`config.mk`:
```
export PLATFORM = sky130hd
export DESIGN_NAME = tdm_demux7
export DESIGN_NICKNAME = d
export VERILOG_FILES = /design/src/rtl/tdm_demux7.sv
export SDC_FILE = /design/constraint.sdc
export NUM_CORES = 1
export LEC_CHECK = 0
export ABC_AREA = 1
export CORE_MARGIN = 5
export CORE_UTILIZATION = 44
export CTS_CLUSTER_SIZE = 16
export DETAILED_ROUTE_END_ITERATION = 10
export PLACE_DENSITY_LB_ADDON = 0.15
export REMOVE_ABC_BUFFERS = 1
export SLEW_MARGIN = 30
export SYNTH_ARGS = -nofsm -noshare
export SYNTH_HDL_FRONTEND = slang
export SYNTH_SLANG_ARGS = --single-unit
```
`constraint.sdc`:
```
create_clock -name clk -period 1.32 [get_ports clk]
set_clock_uncertainty 0.2 [all_clocks]
set_input_delay 0.264 -clock clk [delete_from_list [all_inputs] [get_ports clk]]
set_output_delay 0.264 -clock clk [all_outputs]
set_load 0.005 [all_outputs]
```
`src/rtl/tdm_demux7.sv`:
```
// tdm_demux7: receive-side TDM demultiplexer.
// Collects NCH consecutive W-bit slots framed by a sync marker on slot 0
// into shadow registers, then publishes the whole frame on o at once.
// Missing or early sync markers raise a one-cycle err pulse; a missing
// sync drops lock (HUNT), an early sync restarts the frame at slot 0.
module tdm_demux7 #(
  parameter int W   = 1,
  parameter int NCH = 7
) (
  input  logic             clk,
  input  logic             rst,
  input  logic [W-1:0]     i,
  input  logic             sync,
  input  logic             en,
  output logic [NCH*W-1:0] o,
  output logic [2:0]       s,
  output logic             valid,
  output logic             err
);

  typedef enum logic [0:0] {
    HUNT = 1'b0,
    RUN  = 1'b1
  } state_t;

  // Slot index of the final slot; it bypasses the shadow and goes straight to o.
  localparam logic [2:0] LAST_SLOT = 3'(NCH - 1);

  state_t               state_r, state_s;
  logic [2:0]           slot_r, slot_s;
  logic [W-1:0]         shadow_r [NCH-1];
  logic [W-1:0]         shadow_s [NCH-1];
  logic [NCH*W-1:0]     o_r, o_s;
  logic                 valid_r, valid_s;
  logic                 err_r, err_s;

  // Next-state, shadow capture, frame publish and pulse generation.
  always_comb begin
    state_s  = state_r;
    slot_s   = slot_r;
    shadow_s = shadow_r;
    o_s      = o_r;
    valid_s  = 1'b0;
    err_s    = 1'b0;
    if (en) begin
      case (state_r)
        HUNT: begin
          if (sync) begin
            shadow_s[0] = i;
            slot_s      = 3'd1;
            state_s     = RUN;
          end else begin
            slot_s      = 3'd0;
          end
        end
        RUN: begin
          if (sync) begin
            // A sync anywhere but slot 0 is an early sync: the partial
            // frame is abandoned and this sample becomes the new slot 0.
            err_s       = (slot_r != 3'd0);
            shadow_s[0] = i;
            slot_s      = 3'd1;
          end else if (slot_r == 3'd0) begin
            // Slot 0 without its marker: lock is lost, sample dropped.
            err_s   = 1'b1;
            slot_s  = 3'd0;
            state_s = HUNT;
          end else if (slot_r == LAST_SLOT) begin
            for (int k = 0; k < NCH - 1; k++) begin
              o_s[k*W +: W] = shadow_r[k];
            end
            o_s[(NCH-1)*W +: W] = i;
            valid_s = 1'b1;
            slot_s  = 3'd0;
          end else begin
            for (int k = 1; k < NCH - 1; k++) begin
              if (slot_r == 3'(k)) begin
                shadow_s[k] = i;
              end else begin
                shadow_s[k] = shadow_r[k];
              end
            end
            slot_s = slot_r + 3'd1;
          end
        end
        default: begin
          state_s = HUNT;
          slot_s  = 3'd0;
        end
      endcase
    end else begin
      // No slot strobe: everything holds, pulses stay low.
      valid_s = 1'b0;
      err_s   = 1'b0;
    end
  end

  // State, shadow and output registers with synchronous reset.
  always_ff @(posedge clk) begin
    if (rst) begin
      state_r <= HUNT;
      slot_r  <= 3'd0;
      for (int k = 0; k < NCH - 1; k++) begin
        shadow_r[k] <= '0;
      end
      o_r     <= '0;
      valid_r <= 1'b0;
      err_r   <= 1'b0;
    end else begin
      state_r <= state_s;
      slot_r  <= slot_s;
      for (int k = 0; k < NCH - 1; k++) begin
        shadow_r[k] <= shadow_s[k];
      end
      o_r     <= o_s;
      valid_r <= valid_s;
      err_r   <= err_s;
    end
  end

  assign o     = o_r;
  assign s     = slot_r;
  assign valid = valid_r;
  assign err   = err_r;

endmodule

```
==> results.toml, run 1 <==
[worst_setup_path]
cp_max_fo = 8
critPathCaptureType = "register"
crit_arrival_ns = 1.48
crit_chain = "buf_6, nor2_4, nand2_4, ha_4, inv_2, nor2_4, nand2_4, inv_6, nor2_1, nor2_1"
worst-path-buf-inv = 3
required_ns = 1.32
cp_slowest_stage_delay_ns = 0.34
slowest_stage = "dfxtp_2"
ff2ff_path_depth = 10
worst-path-stages = 10
path_class = "register to register"
cp_top_family = "simple AND/OR/NAND/NOR gates"
worstSetupStartpointType = "register"

[finish]
final_area_um2 = 1470
post-route-util_pct = 76.4
area_growth_pct = 68.8
antenna-diode-count = 0
nets = 183
layout_commonest_cell = "nor2_1"
drive_gt1_share_pct = 50.0
final_cell_mix = "nor2_1, nand2_1, buf_4, inv_1"
stdcell_count = 201

[grt]
grt_pass1_vias = 869
grt_max_degree = 12
grt_pass1_wl_mm = 3.68
antenna_found_initial = 0
grt_use_total_pct = 17.1
overflow = 0

[clocking]
insertion_delay_ns = 0.29
numCtsBuffers = 3
cts_tree = "done"
cts-root-buf = "clkbuf_4"
hold_buffers = 0
clock_sinks = 19
path_clk_slew_ns = 0.11
cts.path.max_buffers = 2
htreeDepth = 1

[route]
num_vias = 943
wl_per_cell_um = 11.8
ant_nets = 0
drt_iter0_markers = 10
via_per_inst = 4.69
drc = 0
dr.pass1.iters = 4
drt-total-wl_mm = 2.38

[placement]
placed_cell_area_um2 = 1210
portBuffers = 16
gp_congestion = 0.869
place_inst = 187
dpl.hpwl_mm = 1.55

[status]
outcome = "finished, violations left"
violations = "setup timing"

[die]
die_w_um = 54.5
num_rows = 16
core-area_um2 = 1920
die_h_um = 54.5
start_util_pct = 45.2
dieArea_um2 = 2970
boundaryPins = 17

[sta]
worst_pin_slew_ns = 0.244
hold_violations = 0
layout_min_cycle_time_ns = 1.48
whs_ns = 0.134
fmax_mhz = 675
layout_setup_ws_ns = -0.162
maxSlewViolCount = 0
relSlewSlack_pct = 83.8
finalSetupViolations = 18
grt_setup_unrepaired = "yes"
fin_crit_sh_pct = 112

[logic_synthesis]
synth.distinct_cells = 17
syn-instance-count = 127
post-synth-top-area-fraction_pct = 43.7
ys_ff_latch = 19
synth_area_leaders = "dfxtp_1, nor2_1, nand2_1"
synth_seq_area_share_pct = 43.7
yosysWarnings = 0
syn_area_per_cell_um2 = 6.85
yosysTopAreaCell = "dfxtp_1"
syn-cell-area_um2 = 870

[power_and_ir_drop]
cellPowerDensity_nw_per_um2 = 722
p_sw_share_pct = 26.7
p_sw_uw = 283
clkPwrFrac_pct = 28.1
peakVddDrop_mv = 0.524
seq_power_share_pct = 55.1
p_int_uw = 778
power.leakage_nw = 0.661
power.share.combinational_pct = 16.8

[flow_run]
maxCapViolCount = 0

[hold_path]
min_path_cells = 2
worstHoldPathType = "input pin to register"
[state kept, by name (all words and copies together), names as in the netlist]
| signal | cells |
|---|---|
| shadow_r | 6 |
| err | 1 |
| s | 3 |
| valid | 1 |
| state_r | 1 |
| o | 7 |
[cell families (layout without fill, tap and decap cells)]
family | count (synthesis) | after routing | share of synthesized area [%]
DFF | 19 | 19 | 43.7
adders and majority gates | 3 | 3 | 4.32
buffers and inverters | 19 | 66 | 8.20
and+or+nand+nor | 71 | 71 | 34.7
AOI/OAI and AO/OA | 15 | 15 | 9.06
[routing by layer]
metal | share of wire, % | GRT usage (%) | vias up
met3 | 4.8 | 4.36 | 8
li1 | - | - | 496
met4 | 1.9 | 4.98 | 0
met2 | 52 | 31.7 | 26
met5 | 0 | 0 | -
met1 | 41 | 19.0 | 413
[metrics by stage]
stage | setup WS (ns) | TNS, ns | power (mW)
final | -0.162 | -2.03 | 1.06
after global routing | -0.235 | -3.28 | 1.12
after CTS | -0.155 | -1.73 | 1.06
after detailed placement | -0.487 | -7.84 | 0.727
after global placement | -0.451 | -7.33 | 0.726
after floorplan | -0.169 | -1.22 | 0.651
[layout make-up]
cell class / count / area [um2]
clock buffer: 3 / 22.5
timing repair buffer: 44 / 369
multi-input combinational: 89 / 564
tap: 27 / 33.8
clock inverter: 1 / 5.00
sequential: 19 / 395
fill: 143 / 454
inverter: 18 / 77.6
[what timing repair did]
action | 4_1_cts | 5_1_grt
hold endpoints to repair | 0 | 0
setup buffers | 8 | 2
setup endpoints to repair | 28 | 28
resized for setup | 80 | 29
pin swaps | 22 | 9
[final timing paths]
path | start | endpoint | slack [ns]
min | sync | valid$_SDFF_PP0_ | 0.13
min reg2reg | o[2]$_SDFFE_PP0P_ | o[2]$_SDFFE_PP0P_ | 0.27
max | s[0]$_SDFFE_PP0P_ | o[1]$_SDFFE_PP0P_ | -0.16
max reg2reg | s[0]$_SDFFE_PP0P_ | o[1]$_SDFFE_PP0P_ | -0.16
[cell usage after synthesis]
| library cell | n |
|---|---|
| nor2_1 | 32 |
| nand3_1 | 4 |
| nor2_2 | 2 |
| nand3_2 | 1 |
| nand4_1 | 3 |
| dfxtp_1 | 19 |
| a21oi_1 | 5 |
| nand2_2 | 2 |
| o21ai_0 | 9 |
| ha_1 | 3 |
| clkbuf_1 | 1 |
| a221oi_1 | 1 |
| nor4_1 | 1 |
| nand3b_1 | 1 |
| inv_2 | 1 |
| nand2_1 | 25 |
| inv_1 | 17 |
[power groups by stage]
stage	combinational, mW	clock (mW)	sequential, mW
after floorplan	0.0524	0	0.599
after global placement	0.127	0	0.599
after detailed placement	0.128	0	0.599
after CTS	0.165	0.310	0.584
after global routing	0.190	0.347	0.586
final	0.178	0.297	0.584
(Power assumes the default switching activity.)
==> inputs of run 2 (changes only) <==
- CTS_CLUSTER_SIZE: 16 -> 40
- REMOVE_ABC_BUFFERS: 1 -> not set
==> run 2 against run 1 <==
The flow still finishes with violations (setup timing). Sequential power is essentially flat. Hold slack gained 0.14 ns. Clock-buffer cell count is the same. Critical path depth shrank 1. Non-clock buffer count shrank 3. Critical endpoint is now o[2]$_SDFFE_PP0P_. Design area shrank 1.1%. Combinational power shrank 6%. First-iteration DRC count is the same. Highest routed layer unchanged. Via count grew 1.9%. Core utilization shrank 0.85 points. Global-route usage grew 1.2 points. Power grew 0.40%.
==> results.toml, run 2 (synthesized netlist as in run 1, its figures left out) <==
[power_and_ir_drop]
cellPowerDensity_nw_per_um2 = 733
power.leakage_nw = 0.645
peakVddDrop_mv = 0.494

[clocking]
cts-root-buf = "clkbuf_4"
htreeDepth = 1
cts.path.max_buffers = 2
insertion_delay_ns = 0.31
numCtsBuffers = 3
clock_sinks = 19
path_clk_slew_ns = 0.12
cts_tree = "done"

[flow_run]
maxCapViolCount = 0

[worst_setup_path]
cp_top_family = "flip-flops"
cp_slowest_stage_delay_ns = 0.37
path_class = "register to register"
crit_arrival_ns = 1.52
crit_top_cell = "nor2_4"
required_ns = 1.33
ff2ff_path_depth = 9
reg2reg_from = "s[0]$_SDFFE_PP0P_"
worst-path-buf-inv = 2
rrSetupSlack_ns = -0.19
crit_path_start = "s[0]$_SDFFE_PP0P_"
r2r-end = "o[2]$_SDFFE_PP0P_"
cp_max_fo = 8
critPathCaptureType = "register"
crit_chain = "buf_6, nor2_4, nand2_2, ha_4, inv_4, nor2_4, nand2_4, o21ai_0, nor2_1"
slowest_stage = "dfxtp_4"
worstSetupStartpointType = "register"

[route]
dr.pass1.iters = 4
via_per_inst = 4.85
num_vias = 961
drt-total-wl_mm = 2.51
ant_nets = 0
drc = 0
drt_iter0_markers = 10
wl_per_cell_um = 12.7

[grt]
antenna_found_initial = 0
grt_pass1_vias = 896
grt_pass1_wl_mm = 3.82
grt_use_total_pct = 18.3
overflow = 0
grt_max_degree = 13

[sta]
layout_setup_ws_ns = -0.190
maxSlewViolCount = 0
fin_crit_sh_pct = 114
worst_pin_slew_ns = 0.232
finalSetupViolations = 18
relSlewSlack_pct = 84.3
hold_violations = 0
whs_ns = 0.277
grt_setup_unrepaired = "yes"
layout_min_cycle_time_ns = 1.51
fmax_mhz = 662

[status]
outcome = "finished, violations left"
violations = "setup timing"

[finish]
largest_reg_flops = 7
stdcell_count = 198
area_growth_pct = 66.9
drive_gt1_share_pct = 55.0
antenna-diode-count = 0
final_cell_mix = "buf_4, nand2_1, nor2_1, inv_1"
nets = 180
layout_commonest_cell = "buf_4"

[die]
start_util_pct = 45.2
num_rows = 16
die_h_um = 54.5
dieArea_um2 = 2970
core-area_um2 = 1920
die_w_um = 54.5
boundaryPins = 17

[placement]
dpl.hpwl_mm = 1.53
gp_congestion = 0.907
portBuffers = 16
dp_slack_ns = -0.447
place_inst = 182

[logic_synthesis]
syn-num-nets = 135

[hold_path]
worstHoldStart = "shadow_r[3]$_SDFFE_PP0P_"
hold-path-endpoint = "shadow_r[3]$_SDFFE_PP0P_"
min_path_cells = 2
worstHoldPathType = "register to register"
## run 2: cell type report
type	instances	area [um2]
repair buffers	41	323
flip-flops and latches	19	403
fillers	141	470
well taps	27	33.8
inverters	18	82.6
clock buffers	3	22.5
clock inverters	1	5.00
multi-input cells	89	582
## run 2: power by group
group / internal [mW] / total (mW) / switching, mW
registers: 0.576 / 0.583 / 0.00733
logic: 0.0761 / 0.168 / 0.0924
clock network: 0.113 / 0.313 / 0.199
## run 2: metal layers
layer	global-route usage, %	up-vias	wire (um)
met1	21.9	448	1110
met2	30.7	16	1250
li1	-	489	-
met5	0	-	0
met3	3.54	8	77
met4	9.54	0	68
## run 2: metrics by stage
stage | TNS [ns] | utilization (%) | power, mW | area, um2
finish | -2.39 | 75.5 | 1.06 | 1450
global route | -3.64 | 75.5 | 1.12 | 1450
CTS | -2.32 | 70.1 | 1.04 | 1350
detailed placement | -6.53 | 62.1 | 0.720 | 1190
global placement | -6.13 | 62.1 | 0.719 | 1190
floorplan | -0.307 | - | 0.653 | 893
## run 2: tightest hold or removal path: cells and delay by family (launching register included)
family	cells	cell delay [ns]
DFF	1	0.33
and+or+nand+nor	1	0.06
AOI/OAI and AO/OA	1	0.05
## run 2: how the worst max path moves through the flow
stage | end | slack (ns) | cells past startpoint
floorplan | o[0]$_SDFFE_PP0P_ | -0.05 | 9
global placement | o[1]$_SDFFE_PP0P_ | -0.41 | 8
detailed placement | o[4]$_SDFFE_PP0P_ | -0.45 | 9
CTS | o[3]$_SDFFE_PP0P_ | -0.20 | 10
global route | shadow_r[0]$_SDFFE_PP0P_ | -0.28 | 10
finish | o[2]$_SDFFE_PP0P_ | -0.19 | 9
## run 2: what timing repair did
action                                  in CTS  in global routing
hold buffers                                 0                  0
endpoints found under the hold margin        0                  0
endpoints found under the setup margin      27                 27
buffers inserted                             7                  5
resized for setup                           61                 48
pin swaps                                   15                 23
